### src/rtl/mem_bus_pkg.sv
// Shared encodings for the memory-bus controller: bus commands, FSM states and
// the default I/O map.
package mem_bus_pkg;

  typedef enum logic [1:0] {
    MNONE  = 2'b00,
    MREAD  = 2'b01,
    MWRITE = 2'b10
  } mem_cmd_e;

  typedef enum logic [1:0] {
    StIdle,
    StWait,
    StResp
  } state_e;

  localparam logic [8:0] LED_ADDR = 9'h100;
  localparam logic [8:0] SW_ADDR  = 9'h140;

endpackage

### src/rtl/sync2.sv
// Parametrised-width two-flop synchroniser with asynchronous active-low reset.
module sync2 #(
  parameter int unsigned WIDTH = 1
) (
  input  logic             clk,
  input  logic             reset,
  input  logic [WIDTH-1:0] d,
  output logic [WIDTH-1:0] q
);

  logic [WIDTH-1:0] meta;

  always_ff @(posedge clk or negedge reset) begin
    if (!reset) begin
      meta <= '0;
      q    <= '0;
    end else begin
      meta <= d;
      q    <= meta;
    end
  end

endmodule

### src/rtl/mem_bus_ctrl.sv
// CPU memory-port controller: decodes RAM / LED / switch regions, adds RAM
// read wait states and returns registered read data with a one-cycle ready.
module mem_bus_ctrl #(
  parameter int unsigned        DATA_W   = 16,
  parameter int unsigned        ADDR_W   = 9,
  parameter int unsigned        RAM_AW   = 8,
  parameter int unsigned        RAM_LAT  = 1,
  parameter logic [ADDR_W-1:0]  LED_ADDR = ADDR_W'(mem_bus_pkg::LED_ADDR),
  parameter logic [ADDR_W-1:0]  SW_ADDR  = ADDR_W'(mem_bus_pkg::SW_ADDR),
  parameter int unsigned        LED_W    = 10,
  parameter int unsigned        SW_W     = 10
) (
  input  logic              clk,
  input  logic              reset,
  input  logic [1:0]        mem_cmd,
  input  logic [ADDR_W-1:0] mem_addr,
  input  logic [DATA_W-1:0] write_data,
  output logic [DATA_W-1:0] read_data,
  output logic              mem_ready,
  output logic              bus_err,
  output logic [RAM_AW-1:0] ram_addr,
  output logic              ram_write,
  output logic [DATA_W-1:0] ram_din,
  input  logic [DATA_W-1:0] ram_dout,
  input  logic [SW_W-1:0]   sw,
  output logic [LED_W-1:0]  ledr
);

  import mem_bus_pkg::*;

  // Wide enough for RAM_LAT-1 with RAM_LAT up to 4.
  localparam int unsigned CNT_W = 2;

  state_e           state;
  logic [CNT_W-1:0] cnt;
  logic [SW_W-1:0]  sw_sync;

  logic is_ram, is_led, is_sw, is_rd, is_wr;

  assign is_ram = (mem_addr[ADDR_W-1:RAM_AW] == '0);
  assign is_led = (mem_addr == LED_ADDR);
  assign is_sw  = (mem_addr == SW_ADDR);
  assign is_rd  = (mem_cmd == MREAD);
  assign is_wr  = (mem_cmd == MWRITE);

  assign ram_addr  = mem_addr[RAM_AW-1:0];
  assign ram_din   = write_data;
  assign ram_write = (state == StIdle) && is_wr && is_ram;

  sync2 #(
    .WIDTH(SW_W)
  ) u_sw_sync (
    .clk  (clk),
    .reset(reset),
    .d    (sw),
    .q    (sw_sync)
  );

  always_ff @(posedge clk or negedge reset) begin
    if (!reset) begin
      state     <= StIdle;
      cnt       <= '0;
      read_data <= '0;
      mem_ready <= 1'b0;
      bus_err   <= 1'b0;
      ledr      <= '0;
    end else begin
      mem_ready <= 1'b0;
      bus_err   <= 1'b0;
      unique case (state)
        StIdle: begin
          if (is_rd && is_ram) begin
            state <= StWait;
            cnt   <= CNT_W'(RAM_LAT - 1);
          end else if (is_rd || is_wr) begin
            state     <= StResp;
            mem_ready <= 1'b1;
            if (is_ram) begin
              // RAM write already issued combinationally this cycle.
            end else if (is_led) begin
              if (is_wr) ledr      <= write_data[LED_W-1:0];
              else       read_data <= DATA_W'(ledr);
            end else if (is_sw) begin
              if (is_rd) read_data <= DATA_W'(sw_sync);
            end else begin
              read_data <= '0;
              bus_err   <= 1'b1;
            end
          end
        end
        StWait: begin
          if (cnt == '0) begin
            read_data <= ram_dout;
            state     <= StResp;
            mem_ready <= 1'b1;
          end else begin
            cnt <= cnt - CNT_W'(1);
          end
        end
        StResp: state <= StIdle;
        default: state <= StIdle;
      endcase
    end
  end

endmodule

### config.mk
export PLATFORM = sky130hd
export DESIGN_NAME = mem_bus_ctrl
export DESIGN_NICKNAME = d
export VERILOG_FILES = /design/src/rtl/mem_bus_pkg.sv /design/src/rtl/sync2.sv /design/src/rtl/mem_bus_ctrl.sv
export SDC_FILE = /design/constraint.sdc
export NUM_CORES = 1
export LEC_CHECK = 0
export ABC_CLOCK_PERIOD_IN_PS = 2400
export CELL_PAD_IN_SITES_DETAIL_PLACEMENT = 0
export CELL_PAD_IN_SITES_GLOBAL_PLACEMENT = 2
export CORE_AREA = 5 5 103 105
export CTS_CLUSTER_SIZE = 12
export DETAILED_ROUTE_END_ITERATION = 10
export DIE_AREA = 0 0 108 110
export PLACE_DENSITY = 0.8
export SLEW_MARGIN = 20
export SYNTH_ARGS = -nofsm -noshare
export SYNTH_HDL_FRONTEND = slang
export SYNTH_SLANG_ARGS = --single-unit
### constraint.sdc
create_clock -name clk -period 2.4 [get_ports clk]
set_input_delay 0.48 -clock clk [delete_from_list [all_inputs] [get_ports clk]]
set_output_delay 0.48 -clock clk [all_outputs]
set_load 0.01 [all_outputs]
## Yosys cells after proc, flatten, opt, wreduce, memory -nomap -nowiden

Index checks and enable logic that the tools add are counted.

| word-level totals | value |
|---|---|
| bits in registers | 52 |
| output and inout port bits | 53 |
| logic and storage cells | 62 |

| cells by class | value |
|---|---|
| add/sub/neg operators | 1 |
| equal/unequal tests | 14 |
| mux-type cells | 26 |
| bitwise logic cells | 2 |
| reduce and logical (&&, ||, !) cells | 11 |

Operators by type and width:

| operator | number |
|---|---|
| $mux W16 | 8 |
| $pmux W16 S2 | 1 |
| $eq A9 B9 Y1 const B | 2 |
| $mux W2 | 5 |
| $mux W1 | 9 |
| $ne A2 B2 Y1 const B | 4 |
| $pmux W2 S2 | 2 |
| $reduce_and A7 Y1 | 1 |
| $reduce_and A6 Y1 | 1 |
| $eq A2 B1 Y1 const B | 2 |
| $logic_not A2 Y1 | 2 |
| $ne A2 B1 Y1 const B | 2 |
| $ne A4 B4 Y1 const B | 1 |
| $logic_and A1 B1 Y1 | 3 |
| $ne A3 B1 Y1 const B | 1 |
| $ne A3 B3 Y1 const B | 1 |
| $reduce_and A3 Y1 | 1 |
| $eq A2 B2 Y1 const B | 1 |
| $not A1 Y1 | 2 |
| $pmux W1 S2 | 1 |
| $reduce_and A2 Y1 | 1 |
| $reduce_bool A2 Y1 | 1 |
| $sub A2 B1 Y2 const B | 1 |
| $logic_or A1 B1 Y1 | 1 |

## Longest topological paths before layout

Gate-level depths: netlist of run 1.

| logic depth | value |
|---|---|
| word-level depth | 8 |
| depth in mapped cells | 8 |

## Cells and area by module

From an unflattened synthesis of run 1, not the netlist that was laid out.

| second synthesis, totals | value |
|---|---|
| cells, all modules | 189 |
| area total of the unflattened synthesis | 2347.3 sq um |

By module, submodules not included:

| module | times used | cells an instance | area an instance (sq um) |
|---|---|---|---|
| mem_bus_ctrl | 1 | 169 | 1846.8 |
| sync2 | 1 | 20 | 500.5 |

## Least setup slack after synthesis of run 1

OpenSTA, ideal clock, no wires.

| timing path | value |
|---|---|
| path type | input-to-reg |
| from | in mem_cmd[0] |
| to | reg read_data[6] |
| arrival | 1.834 ns |
| required time | 2.275 ns |
| setup slack | 0.441 ns |
| stages on the path | 8 |
| path buffers | 2 |
| cell sequence | inv_1 -> ha_1 -> nor2_2 -> nand2_1 -> a221o_1 -> buf_6 -> buf_6 -> mux2_4 |

| on the way | value |
|---|---|
| cells in the longest elaborated chain, start to end | 4 |

RTL lines:

| item | RTL line | text |
|---|---|---|
| start: declaration | mem_bus_ctrl.sv:15 | `input logic [1:0] mem_cmd,` |
| $eq A2 B1 Y1 / $eq A2 B2 Y1 (equally long branches) | mem_bus_ctrl.sv:43, mem_bus_ctrl.sv:44 |  |
| $logic_or A1 B1 Y1 / $logic_and A1 B1 Y1 (equally long branches) | mem_bus_ctrl.sv:75, mem_bus_ctrl.sv:72 |  |
| $ne A2 B1 Y1 (no source line) / $ne A2 B2 Y1 (equally long branches) | - |  |
| $reduce_and A7 Y1 (no source line) (*) | - |  |
| end signal: assignment | mem_bus_ctrl.sv:82 | `else read_data <= DATA_W'(ledr);` |
| end signal: assignment | mem_bus_ctrl.sv:84 | `if (is_rd) read_data <= DATA_W'(sw_sync);` |
| end signal: assignment | mem_bus_ctrl.sv:93 | `read_data <= ram_dout;` |
| end: declaration | mem_bus_ctrl.sv:18 | `output logic [DATA_W-1:0] read_data,` |

Every way passes the cells marked *; elsewhere a longest branch is shown, timed or not.
A chain may end at the register's enable or synchronous reset.

## Worst setup path in the final report of run 1

| timing path | value |
|---|---|
| from | in mem_addr[6] |
| to | out ram_addr[6] |

RTL lines:

| item | RTL line | text |
|---|---|---|
| start: declaration | mem_bus_ctrl.sv:16 | `input logic [ADDR_W-1:0] mem_addr,` |
| end: declaration | mem_bus_ctrl.sv:21 | `output logic [RAM_AW-1:0] ram_addr,` |

No word-level cell between the ends.

==> flow_summary.toml, run 1 <==
[worst_hold_path]
hp-class = "primary input to async pin"

[sta]
post-route-period-util_pct = 90.7
slew_viol_final = 0
fin_skew_ns = 0.00730
rsz0062_at_grt = "false"
relSlewSlack_pct = 62.3
finalSetupViolations = 0
tightest_slew_ns = 0.565
min_period_ns = 2.18
max_freq_ghz = 0.459
hold_violations = 0

[yosys]
avgSynthCellArea_um2 = 12.3
yosysTopAreaCell = "dfrtp_1"
synth_nets = 246
netlist_instances = 188
yosys-top-cells-area = "dfrtp_1 56%, buf_4 7.8%, mux2i_1 6.9%, mux2_1 4.4%, mux2_2 3.4%"
synth_seq_cells = 52
ys_warn_count = 0
netlist_area_mm2 = 0.00231
ys_seq_area_share_pct = 56.2
synth_cell_type_count = 30
synth_top_area_share_pct = 56.2

[placed_design]
dp_hpwl_um = 4270
placed_cells_incl_taps = 397
dpl_cell_area_mm2 = 0.00331
io_buffers = 95
gp_congestion = 0.738

[routing]
wl_per_cell_um = 13.5
wl_um = 5480
initialDrtViolationCount = 34
post-route-drc-count = 0
dr.pass1.iters = 3
num_vias = 1537
drtAntennaViolNets = 0
via_per_inst = 3.80

[critical_path]
path_max_fanout = 6
end_kind = "primary output"
start_kind = "primary input"
crit_slowest_cell = "clkdlybuf4s50_1"
slowest_delay_ns = 0.61
r2r_start = "cnt[0]$_DFFE_PN0P_"
critPathArrivalTime_ns = 1.70
crit_start = "mem_addr[6]"
crit_path_frequent_cell = "clkdlybuf4s50_1"
worstPathRequired_ns = 1.92
crit_chain = "clkdlybuf4s50_1 > clkdlybuf4s50_1"
crit_buf_inv = 2
cp_top_family = "buffers and inverters"
worst-setup-path-type = "primary input to primary output"

[clock_tree]
clock_latency_ns = 0.30
numCtsBuffers = 5
holdBufCountCts = 0
clockBufferDepth = 2
tritoncts = "built"
clock-sinks = 52
htreeDepth = 2
clk_pin_slew_ns = 0.10
postCtsSetupBuffers = 0
cts_root_buffer = "clkbuf_8"

[pwr]
power.density_mw_per_mm2 = 633
irDropWorstVdd_v = 0.000226
finalPower_uw = 2170
p_leak_uw = 0.00154

[run_status]
status = "completed"

[floorplan]
fp.dieArea_mm2 = 0.0119
fp.dieW_um = 108
num_rows = 36
start_util_pct = 24.2
io_pins = 108
core_mm2 = 0.00955
fp.dieH_um = 110

[layout]
nNetsFinal = 329
layout-drive-gt1-share_pct = 12.9
area_growth_pct = 48.2
stdcell_area_mm2 = 0.00343
diodes = 0
instances_no_fill = 405

[flow_run]
drv_cap = 0

[global_route]
grt_antenna_before_repair = 0
grt_max_degree = 30
grt_overflow = 0
grt_usage_pct = 9.58
grt_pass1_wl_um = 8900
grt_pass1_vias = 1750
[cells in the mapped netlist]
| library cell | count |
|---|---|
| a211oi_1 | 2 |
| a21oi_1 | 1 |
| a221o_1 | 1 |
| and2_4 | 1 |
| and3_1 | 1 |
| buf_2 | 2 |
| buf_4 | 24 |
| buf_6 | 3 |
| clkbuf_1 | 2 |
| dfrtp_1 | 52 |
| ha_1 | 3 |
| inv_1 | 12 |
| mux2_1 | 9 |
| mux2_2 | 7 |
| mux2_4 | 4 |
| mux2i_1 | 16 |
| nand2_1 | 18 |
| nand2b_1 | 2 |
| nand3_1 | 1 |
| nor2_1 | 2 |
| nor2_2 | 1 |
| nor2b_1 | 3 |
| nor3_1 | 3 |
| nor3b_1 | 1 |
| nor4_1 | 1 |
| nor4b_4 | 1 |
| o21ai_0 | 12 |
| o21bai_1 | 1 |
| o32ai_1 | 1 |
| or3_1 | 1 |
[stage by stage]
step                setup TNS, ns  worst slack (ns)  utilization, %  hold slack (ns)
finish                          0             0.223            35.9            0.159
global route                    0            0.0848            35.9            0.188
CTS                             0             0.169            35.9            0.172
detailed placement         -0.975           -0.0785            34.7            0.335
global placement           -0.689           -0.0600            34.7            0.332
floorplan                       0             0.441               -            0.184
[final timing paths]
path	to	slack (ns)	depth (start not counted)
setup / recovery	ram_addr[6]	0.22	2
max in group asynchronous	state[0]$_DFFE_PN0P_	1.69	2
min in group clk	u_sw_sync.q[2]$_DFF_PN0_	0.36	0
setup reg to reg	read_data[6]$_DFFE_PN0P_	0.64	6
hold reg to reg	u_sw_sync.q[2]$_DFF_PN0_	0.36	0
hold / removal	u_sw_sync.q[9]$_DFF_PN0_	0.16	1
[routing by layer]
| layer | share of wire [%] | GRT usage [%] |
|---|---|---|
| met1 | 43 | 11.4 |
| met2 | 50 | 16.4 |
| met3 | 7.2 | 3.55 |
| met4 | 0.11 | 2.52 |
| met5 | 0 | 0 |
[flip-flops by register name (all words and copies together), names as in the netlist]
name	count
read_data	16
state	2
u_sw_sync.meta	10
bus_err	1
cnt	2
u_sw_sync.q	10
ledr	10
mem_ready	1
[cells in the final DEF, fill, tap and decap left out, drive strengths merged]
cell,instances
buf,13
a21oi,1
nor2b,3
nor4,1
nand2b,2
nand3,1
mux2i,16
ha,3
o21bai,1
mux2,20
a211oi,2
clkbuf,6
nor2,3
and3,1
o21ai,12
or3,1
and2,1
nor4b,1
nor3b,1
o32ai,1
a221o,1
nand2,18
clkdlybuf4s50,93
bufinv,1
nor3,3
clkinv,1
inv,12
dfrtp,52
dlygate4sd2,1
[area by class of cell]
| cell class | count | area [um^2] |
|---|---|---|
| multi-input cells | 93 | 736 |
| clock inverters | 2 | 38.8 |
| clock buffers | 6 | 82.6 |
| flip-flops and latches | 52 | 1300 |
| inverters | 12 | 45.0 |
| well taps | 133 | 166 |
| repair buffers | 107 | 1060 |
| fillers | 978 | 6120 |
[power by group]
| part | switching [uW] | total (uW) | internal, uW | leakage [uW] |
|---|---|---|---|---|
| clock | 290 | 631 | 341 | 0.0000614 |
| combinational | 217 | 525 | 308 | 0.000803 |
| sequential | 51.0 | 1010 | 963 | 0.000673 |
[worst reg2reg max path: stages (launching register included)]
cell and delay [ns]:
dfrtp_1 0.39, inv_1 0.07, ha_1 0.21, nand2_1 0.09
a221o_1 0.40, buf_4 0.19, mux2_4 0.30
[logic make-up (layout without fill, tap and decap cells)]
logic type	count (synthesis)	in the layout	share of synthesized area, %
DFF	52	52	56.2
buffers and inverters	43	127	12.0
muxes	36	36	17.3
and+or+nand+nor	36	36	8.28
AOI/OAI and AO/OA	18	18	4.60
adders and majority gates	3	3	1.62
[repair_timing]
item,4_1_cts,5_1_grt
endpoints found under the setup margin,1,0
endpoints found under the hold margin,0,0
gates resized for setup,1,0
Note: power is estimated with default switching activity, not from simulation.
==> run 2, diff against run 1 <==
ABC_AREA = 0   (was not set)
CORE_AREA = 5 5 77 97   (was 5 5 103 105)
DIE_AREA = 0 0 82 102   (was 0 0 108 110)
DONT_BUFFER_PORTS = 1   (was not set)
PLACE_DENSITY = 0.77   (was 0.8)
==> flow_summary.toml, run 2 (same netlist as run 1, synthesis figures left out) <==
[sta]
relSlewSlack_pct = 70.3
tightest_slew_ns = 0.444
max_freq_ghz = 0.556
fin_skew_ns = 0.00546
finalSetupViolations = 0
setup_tns_ns = 0
hold_violations = 0
worst_slack_ns = 0.603
slew_viol_final = 0
rsz0062_at_grt = "false"
post-route-period-util_pct = 74.9
min_period_ns = 1.80

[floorplan]
fp.dieH_um = 102
fp.dieW_um = 82
num_rows = 33
io_pins = 108
core_mm2 = 0.00644
start_util_pct = 35.9
fp.dieArea_mm2 = 0.00836

[pwr]
irDropWorstVdd_v = 0.000402
finalPower_uw = 1780
power.density_mw_per_mm2 = 763
p_leak_uw = 0.00112

[global_route]
met2_usage_pct = 20.7
grt_max_degree = 53
grt_pass1_vias = 1434
grt_overflow = 0
grt.met1_usage_pct = 12.9
grt_usage_pct = 11.7
grt_antenna_before_repair = 0
grtUsageMet3_pct = 3.62
top_usage_layer = "met2"
grt_pass1_wl_um = 7190

[placed_design]
dp_hpwl_um = 3380
dpl_cell_area_mm2 = 0.00222
io_buffers = 0
pre_cts_ws_ns = 0.386
gp_congestion = 0.679

[routing]
num_vias = 1265
post-route-drc-count = 0
wl_per_cell_um = 18.2
wl_um = 4680
drtAntennaViolNets = 0
dr.pass1.iters = 2
via_per_inst = 4.92
initialDrtViolationCount = 23

[critical_path]
cp_top_family = "flip-flops"
start_kind = "flip-flop"
worstPathRequired_ns = 2.58
path_max_fanout = 16
end_kind = "flip-flop"
crit_buf_inv = 2
critPathArrivalTime_ns = 1.98
slowest_delay_ns = 0.39
crit_chain = "inv_1 > ha_1 > nand2_1 > a221o_1 > buf_4 > mux2_1"
crit_slowest_cell = "dfrtp_1"
worst-setup-path-type = "flip-flop to flip-flop"

[clock_tree]
clk_pin_slew_ns = 0.09
htreeDepth = 2
numCtsBuffers = 5
holdBufCountCts = 1
cts_root_buffer = "clkbuf_8"
clockBufferDepth = 2
postCtsSetupBuffers = 0
tritoncts = "built"
clock-sinks = 52
clock_latency_ns = 0.30
cts_resized = 0

[layout]
largest_reg_flops = 16
nNetsFinal = 227
diodes = 0
layout-drive-gt1-share_pct = 15.3
area_growth_pct = 1.03
mostFrequentLayoutCells = "52 x dfrtp_1, 18 x nand2_1, 16 x mux2i_1, 12 x inv_1, 12 x o21ai_0"
stdcell_area_mm2 = 0.00234
top_register = "read_data"
layout_commonest_cell = "dfrtp_1"

[run_status]
status = "completed"

[worst_hold_path]
hp-class = "primary input to async pin"

[flow_run]
drv_cap = 0
-- run 2: final timing paths --
kind | slack [ns] | from | cells past startpoint | to
max | 0.60 | cnt[0]$_DFFE_PN0P_ | 6 | read_data[4]$_DFFE_PN0P_
min in group clk | 0.20 | sw[5] | 0 | u_sw_sync.meta[5]$_DFF_PN0_
max in group asynchronous | 2.13 | reset | 1 | u_sw_sync.meta[4]$_DFF_PN0_
max reg2reg | 0.60 | cnt[0]$_DFFE_PN0P_ | 6 | read_data[4]$_DFFE_PN0P_
min reg2reg | 0.35 | u_sw_sync.meta[4]$_DFF_PN0_ | 0 | u_sw_sync.q[4]$_DFF_PN0_
min | 0.02 | reset | 1 | read_data[3]$_DFFE_PN0P_
-- run 2: metal layers --
metal	wire length (um)	vias up
met2	2530	58
met1	1700	639
met3	369	6
li1	-	562
met4	85	0
met5	0	-
-- run 2: final cells by class --
cell class / instances / area, um^2
multi-input cells: 93 / 736
inverters: 12 / 45.0
clock buffers: 6 / 72.6
clock inverters: 2 / 16.3
flip-flops and latches: 52 / 1300
repair buffers: 5 / 57.6
fillers: 668 / 4100
well taps: 87 / 109
-- run 2: power breakdown --
part	total, uW	switching (uW)	internal [uW]
logic	241	127	114
clock network	493	285	208
registers	1050	87.1	964
-- run 2: metrics by stage --
step | util (%) | cells | hold slack [ns]
after CTS | 36.3 | 257 | 0.0282
after detailed placement | 34.5 | 248 | 0.186
after floorplan | - | 188 | 0.184
after global routing | 36.3 | 257 | 0.0320
final | 36.3 | 257 | 0.0178
after global placement | 34.5 | 248 | 0.186
==> run 3, diff against run 2 <==
ABC_CLOCK_PERIOD_IN_PS = 1900   (was 2400)
clock period = 1.9 ns   (was 2.4 ns; I/O delays follow)
==> flow_summary.toml, run 3 (same netlist as run 1, synthesis figures left out) <==
[clock_tree]
clock-sinks = 52
cts_root_buffer = "clkbuf_8"
clock_latency_ns = 0.30
numCtsBuffers = 5
clk_pin_slew_ns = 0.10
clockBufferDepth = 2
htreeDepth = 2
tritoncts = "built"
postCtsSetupBuffers = 0

[sta]
finalSetupViolations = 0
fin_skew_ns = 0.00624
setup_tns_ns = 0
min_period_ns = 1.74
max_freq_ghz = 0.574
rsz0062_at_grt = "false"
hold_violations = 0
worst_slack_ns = 0.158
relSlewSlack_pct = 73.7
slew_viol_final = 0
tightest_slew_ns = 0.390
post-route-period-util_pct = 91.7

[routing]
via_per_inst = 4.78
dr.pass1.iters = 2
initialDrtViolationCount = 28
drtAntennaViolNets = 0
wl_per_cell_um = 17.7
num_vias = 1239
wl_um = 4590
post-route-drc-count = 0

[critical_path]
crit_slowest_cell = "a221o_1"
path_max_fanout = 16
slowest_delay_ns = 0.40
cp_top_family = "compound AO/OA/AOI/OAI gates"
end_kind = "flip-flop"
critPathArrivalTime_ns = 1.93
crit_buf_inv = 2
crit_start = "cnt[0]$_DFFE_PN0P_"
worst-setup-path-type = "flip-flop to flip-flop"
worstPathRequired_ns = 2.09
start_kind = "flip-flop"
r2r_start = "cnt[0]$_DFFE_PN0P_"
crit_chain = "inv_1 > ha_1 > nand2_1 > a221o_1 > buf_12 > mux2_1"

[layout]
layout_commonest_cell = "dfrtp_1"
top_register = "read_data"
nNetsFinal = 229
layout-drive-gt1-share_pct = 16.3
n_fill_cell = 645
instances_no_fill = 259
largest_reg_flops = 16
stdcell_area_mm2 = 0.00239
diodes = 0
area_growth_pct = 3.19
mostFrequentLayoutCells = "52 x dfrtp_1, 18 x nand2_1, 16 x mux2i_1, 12 x inv_1, 12 x o21ai_0"

[global_route]
grt_pass1_wl_um = 7090
met2_usage_pct = 20.1
grt.met1_usage_pct = 12.5
grt_pass1_vias = 1403
grt_max_degree = 53
grt_overflow = 0
grtUsageMet3_pct = 3.62
top_usage_layer = "met2"
grt_usage_pct = 11.5
grt_antenna_before_repair = 0

[floorplan]
start_util_pct = 35.9
num_rows = 33
fp.dieW_um = 82
fp.dieArea_mm2 = 0.00836
io_pins = 108
core_mm2 = 0.00644
fp.dieH_um = 102

[placed_design]
dp_hpwl_um = 3360
placed_cells_incl_taps = 249
pre_cts_ws_ns = 0.0365
dpl_cell_area_mm2 = 0.00225
gp_congestion = 0.729
io_buffers = 0

[pwr]
power.density_mw_per_mm2 = 968
finalPower_uw = 2310
irDropWorstVdd_v = 0.000366
p_leak_uw = 0.00115

[flow_run]
drv_cap = 0

[run_status]
status = "completed"

[worst_hold_path]
hp-class = "primary input to flip-flop"
worstHoldStart = "sw[0]"
## run 3: path summary, 6_finish.rpt
kind                                               end  slack, ns  cells after the start
max                           read_data[0]$_DFFE_PN0P_       0.16                      6
min                        u_sw_sync.meta[0]$_DFF_PN0_       0.09                      0
max reg2reg                   read_data[0]$_DFFE_PN0P_       0.16                      6
min reg2reg                   u_sw_sync.q[4]$_DFF_PN0_       0.35                      0
max in group asynchronous          mem_ready$_DFF_PN0_       1.07                      2
min in group asynchronous     read_data[3]$_DFFE_PN0P_       0.58                      2
## run 3: layout make-up
type                       count  area, um^2  area share [%]
sequential                    52        1300            54.5
timing repair buffer           7         100            4.19
tap                           87         109            4.56
multi-input combinational     93         736            30.8
clock buffer                   6        82.6            3.46
inverter                      12        45.0            1.89
clock inverter                 2        13.8           0.577
## run 3: metrics by stage
| stage | util [%] | hold WS, ns |
|---|---|---|
| final | 37.1 | 0.0943 |
| after global routing | 37.1 | 0.0725 |
| after CTS | 37.1 | 0.0784 |
| after detailed placement | 35.0 | 0.0860 |
| after global placement | 35.0 | 0.0863 |
| after floorplan | - | 0.0844 |
## run 3: where the power goes
group          switching (uW)  leakage (uW)  internal, uW
registers                 110      0.000673          1220
clock network             362     0.0000516           298
logic                     160      0.000425           163
total                     633       0.00115          1680
## run 3: what timing repair did
action | 4_1_cts | 5_1_grt
endpoints found under the hold margin | 52 | 0
gates resized for setup | 0 | 0
hold buffers | 2 | 0
## run 3: worst reg2reg max path: cells and delay by family, from the launching register on
family / cells / cell delay [ns]
adders and majority gates: 1 / 0.21
AOI/OAI and AO/OA: 1 / 0.40
DFF: 1 / 0.38
muxes: 1 / 0.31
buffers and inverters: 2 / 0.24
and+or+nand+nor: 1 / 0.09
## run 3: per-layer routing
layer | part of all wire (%) | routed length [um]
met3 | 9.2 | 422
met4 | 1.9 | 87
met2 | 52 | 2410
met1 | 36 | 1670
met5 | 0 | 0
